===== src/rtl/program_loader.sv =====
// program_loader: packs debug-UART bytes MSB-first into 32-bit words and writes them to instruction memory
module program_loader #(
    parameter int          MEM_DEPTH      = 32,
    parameter int          ADDR_W         = 5,
    parameter logic [31:0] HALT_WORD      = 32'hFC000000,
    parameter int          TIMEOUT_CYCLES = 1000000,
    parameter int          TO_W           = 20
) (
    input  logic              clk,
    input  logic              rst,
    input  logic              start,
    input  logic [7:0]        rx_data,
    input  logic              rx_valid,
    output logic              wr_instruction,
    output logic [31:0]       data_instruction,
    output logic [31:0]       inst_addr,
    output logic              busy,
    output logic              load_done,
    output logic [ADDR_W:0]   word_count,
    output logic              timeout_err
);
    typedef enum logic [1:0] {IDLE, RECV, WRITE, DONE} state_t;

    state_t            state_q;
    logic [31:0]       word_q;
    logic [31:0]       data_q;
    logic [1:0]        byte_cnt_q;
    logic [TO_W-1:0]   to_cnt_q;
    logic [ADDR_W-1:0] addr_q;
    logic [ADDR_W:0]   count_q;
    logic              wr_q;
    logic              busy_q;
    logic              done_q;
    logic              to_err_q;

    logic [31:0] word_d;
    logic        last_w;
    logic        to_hit;

    assign word_d = {word_q[23:0], rx_data};
    assign last_w = (data_q == HALT_WORD) || (addr_q == ADDR_W'(MEM_DEPTH - 1));
    assign to_hit = to_cnt_q == TO_W'(TIMEOUT_CYCLES - 1);

    assign wr_instruction   = wr_q;
    assign data_instruction = data_q;
    assign inst_addr        = {{(32 - ADDR_W){1'b0}}, addr_q};
    assign busy             = busy_q;
    assign load_done        = done_q;
    assign word_count       = count_q;
    assign timeout_err      = to_err_q;

    // Load FSM: byte packing, one-cycle write strobe, halt/full termination and inter-byte timeout
    always_ff @(posedge clk or posedge rst) begin
        if (rst) begin
            state_q    <= IDLE;
            word_q     <= '0;
            data_q     <= '0;
            byte_cnt_q <= '0;
            to_cnt_q   <= '0;
            addr_q     <= '0;
            count_q    <= '0;
            wr_q       <= 1'b0;
            busy_q     <= 1'b0;
            done_q     <= 1'b0;
            to_err_q   <= 1'b0;
        end else begin
            case (state_q)
                IDLE, DONE: begin
                    if (start) begin
                        state_q    <= RECV;
                        addr_q     <= '0;
                        byte_cnt_q <= '0;
                        to_cnt_q   <= '0;
                        count_q    <= '0;
                        to_err_q   <= 1'b0;
                        busy_q     <= 1'b1;
                        done_q     <= 1'b0;
                    end
                end
                RECV: begin
                    if (rx_valid) begin
                        word_q     <= word_d;
                        to_cnt_q   <= '0;
                        byte_cnt_q <= byte_cnt_q + 2'd1;
                        if (byte_cnt_q == 2'd3) begin
                            data_q  <= word_d;
                            wr_q    <= 1'b1;
                            state_q <= WRITE;
                        end
                    end else if (byte_cnt_q == 2'd0) begin
                        to_cnt_q <= '0;
                    end else if (to_hit) begin
                        word_q     <= '0;
                        byte_cnt_q <= '0;
                        to_cnt_q   <= '0;
                        to_err_q   <= 1'b1;
                    end else begin
                        to_cnt_q <= to_cnt_q + TO_W'(1);
                    end
                end
                WRITE: begin
                    wr_q    <= 1'b0;
                    count_q <= count_q + (ADDR_W + 1)'(1);
                    if (last_w) begin
                        state_q <= DONE;
                        busy_q  <= 1'b0;
                        done_q  <= 1'b1;
                    end else begin
                        state_q <= RECV;
                        addr_q  <= addr_q + ADDR_W'(1);
                        if (rx_valid) begin
                            word_q     <= word_d;
                            byte_cnt_q <= 2'd1;
                        end
                    end
                end
                default: state_q <= IDLE;
            endcase
        end
    end
endmodule


===== config.mk =====
export PLATFORM = sky130hd
export DESIGN_NAME = program_loader
export DESIGN_NICKNAME = d
export VERILOG_FILES = /design/src/rtl/program_loader.sv
export SDC_FILE = /design/constraint.sdc
export NUM_CORES = 1
export LEC_CHECK = 0
export ABC_CLOCK_PERIOD_IN_PS = 4600
export BUFFER_PORTS_ARGS = -buffer_cell sky130_fd_sc_hd__buf_4
export CORE_MARGIN = 2
export CORE_UTILIZATION = 45
export CTS_BUF_LIST = sky130_fd_sc_hd__clkbuf_8 sky130_fd_sc_hd__clkbuf_16
export CTS_CLUSTER_DIAMETER = 40
export DETAILED_ROUTE_END_ITERATION = 6
export PLACE_DENSITY_LB_ADDON = 0.15
export SLEW_MARGIN = 40
export SYNTH_ARGS = -nofsm -noshare
export SYNTH_HDL_FRONTEND = slang
export SYNTH_SLANG_ARGS = --single-unit

===== constraint.sdc =====
create_clock -name clk -period 4.6 [get_ports clk]
set_clock_uncertainty 0.15 [all_clocks]
set_input_delay 1.15 -clock clk [delete_from_list [all_inputs] [get_ports clk]]
set_output_delay 1.15 -clock clk [all_outputs]
set_load 0.02 [all_outputs]

==> results.json <==
{
  "run_status": "completed",
  "first_global_vias": 3163,
  "path_common_cell": "buf_8",
  "max_freq_mhz": 370,
  "start_kind": "flip-flop",
  "post_cts_buffers": 0,
  "clkLatencyLatePin_ns": 0.37,
  "diodes": 0,
  "cts-buffers-inserted": 9,
  "startpoint": "data_instruction[17]$_DFFE_PP0P_",
  "setup_viol": 0,
  "clockRootBuffer": "clkbuf_8",
  "max-slew-margin-rel_pct": 57.5,
  "antenna_found_initial": 0,
  "vias": 3334,
  "crit_type": "flip-flop to flip-flop",
  "synth_cell_types": 52,
  "grt_usage_pct": 17.8,
  "ys_ff_latch": 95,
  "netlist_instances": 459,
  "fin_crit_sh_pct": 58.8,
  "core_um2": 10200,
  "wirelength_um": 9400,
  "synthFlopType": "dfrtp_1",
  "tns_ns": 0,
  "multi_input_area_um2": 1970,
  "yosys_warnings": 0,
  "final_util_pct": 52.8,
  "synthArstFlopShare_pct": 100,
  "grt_max_degree": 59,
  "syn_area_per_cell_um2": 10.2,
  "io_pins": 86,
  "critical_path.max_stage_delay_ns": 0.56,
  "critical_path.slowest_cell": "or4_4",
  "grt_overflow": 0,
  "ir_drop_mv": 0.425,
  "cts_buffer_depth": 2,
  "dr.pass1.iters": 4,
  "cts_sinks": 95,
  "leakage_nw": 2.64,
  "place_area_um2": 5130,
  "slew_violations": 0,
  "remaining_drc_errors": 0,
  "critPathTopFamily": "simple AND/OR/NAND/NOR gates",
  "crit_fanout": 9,
  "dpl.hpwl_um": 6590,
  "grt_pass1_wl_um": 15800,
  "synth_edf_count": 0,
  "fin_nets": 535,
  "n_fill_cell": 946,
  "syn_area_um2": 4670,
  "cts-resized-gates": 0,
  "power_density_nw_per_um2": 481,
  "crit_required_ns": 4.74,
  "area_growth_pct": 15.1,
  "worstHoldPathType": "flip-flop to flip-flop",
  "ys_seq_area_share_pct": 50.9,
  "path_clk_slew_ns": 0.09,
  "cap_violations": 0,
  "reg2reg_from": "data_instruction[17]$_DFFE_PP0P_",
  "period_minus_slack_ns": 2.70,
  "io_buffers": 58,
  "hp-start": "data_instruction[27]$_DFFE_PP0P_",
  "die_w_um": 106,
  "drive_above_1_share_pct": 19.1,
  "hold_buffers": 0,
  "ff_latch_area_um2": 2380,
  "fin_area_um2": 5380,
  "rsz0062_at_grt": "false",
  "crit_buf_inv": 2,
  "wire_per_inst_um": 14.3,
  "instances_no_fill": 655,
  "num_rows": 37,
  "drt_iter0_markers": 126,
  "cts_tree": "yes",
  "cp_cell_sequence": "or4_4 -> nor4_4 -> a211oi_2 -> a21oi_4 -> buf_8 -> buf_8 -> mux2i_1",
  "ctsHtreeMaxLevel": 3,
  "dieArea_um2": 11200,
  "start_util_pct": 45.9,
  "worst_slew_pin_slew_ns": 0.638,
  "place.gp.congestion": 0.850,
  "place_inst": 639,
  "crit_arrival_ns": 2.84,
  "die_height_um": 106,
  "hold_viol": 0,
  "end_kind": "flip-flop",
  "ant_nets": 0,
  "vias_per_cell": 5.09
}
cells by family after synthesis:
kind of cell	synth area share (%)
multiplexers	8.17
buffers and inverters	9.24
adder cells (fa/ha/maj)	2.41
other	0.0803
AND/OR/NAND/NOR	16.6
XOR/XNOR	3.94
AO/OA/AOI/OAI	8.71
flip-flops	50.9
worst min-delay path, stage by stage (launching register included):
cell	delay, ns
dfrtp_1	0.38
nand2_1	0.05
o21ai_0	0.06
synthesized netlist by cell type (5+ instances only):
master	count	area share, %
a21oi_1	8	0.86
and4_1	5	0.94
buf_4	28	4.5
clkbuf_1	13	1.0
dfrtp_1	95	51
ha_1	9	2.4
inv_1	34	2.7
mux2_2	9	2.2
mux2i_1	28	6.0
nand2_1	74	5.9
nand3_1	10	1.1
nor2_1	25	2.0
nor4_1	7	0.94
o21ai_0	34	3.6
xnor2_1	8	1.5
xor2_1	13	2.4
per-layer routing:
layer,wire length [um],share of wire (%),up-vias,track usage (%)
li1,-,-,1615,-
met1,4330,46,1634,24.3
met2,4430,47,77,28.1
met3,539,5.7,8,5.07
met4,97,1.0,0,4.51
met5,0,0,-,0
final cells by class:
class	instances	share of cell area, %
tap	136	3.16
multi-input combinational	312	36.7
inverter	34	2.47
timing repair buffer	62	8.94
sequential	95	44.2
clock buffer	9	2.30
clock inverter	7	2.23
stage by stage:
stage	setup WS, ns	hold slack [ns]	total power [mW]
floorplan	0.823	0.340	1.72
global placement	1.68	0.337	1.90
detailed placement	1.84	0.344	1.94
CTS	1.88	0.369	2.61
global route	1.77	0.401	2.75
finish	1.90	0.369	2.59
final timing paths:
check,to,slack (ns),depth (start not counted)
min in group asynchronous,word_q[11]$_DFFE_PP0P_,0.66,2
max in group asynchronous,wr_instruction$_DFFE_PP0P_,2.98,3
hold reg to reg,data_instruction[27]$_DFFE_PP0P_,0.37,2
setup reg to reg,word_q[16]$_DFFE_PP0P_,1.90,7
hold / removal,data_instruction[27]$_DFFE_PP0P_,0.37,2
setup / recovery,word_q[16]$_DFFE_PP0P_,1.90,7
registers in the layout, indices dropped and copies added (netlist names):
| signal | cells |
|---|---|
| addr_q | 5 |
| busy | 1 |
| byte_cnt_q | 2 |
| data_instruction | 32 |
| load_done | 1 |
| state_q | 2 |
| timeout_err | 1 |
| to_cnt_q | 20 |
| word_count | 6 |
| word_q | 24 |
| wr_instruction | 1 |
power by group:
group          leakage (nW)  switching [mW]  total [mW]  internal (mW)
clock network         0.120           0.302       0.664          0.363
logic                  1.22           0.502       0.816          0.313
registers              1.30           0.108        1.11          0.999
cell usage in the layout, fill, tap and decap left out, drive strengths merged, types with 3 or more instances in the layout:
cell | Yosys | layout
xor2 | 13 | 13
or4 | 6 | 6
nor4 | 8 | 8
clkbuf | 13 | 9
nand2b | 3 | 3
nand3 | 10 | 10
mux2 | 9 | 9
and3 | 4 | 4
conb | 1 | 27
dfrtp | 95 | 95
nor2 | 25 | 25
bufinv | 0 | 3
o21ai | 35 | 35
xnor2 | 8 | 8
mux2i | 28 | 28
nand4 | 5 | 5
nand2 | 74 | 74
ha | 9 | 9
clkinv | 0 | 3
buf | 31 | 62
inv | 34 | 34
nor3 | 4 | 4
and4 | 5 | 5
a21oi | 9 | 9
a211oi | 3 | 3
No activity file was read; power rests on OpenSTA's default activity.
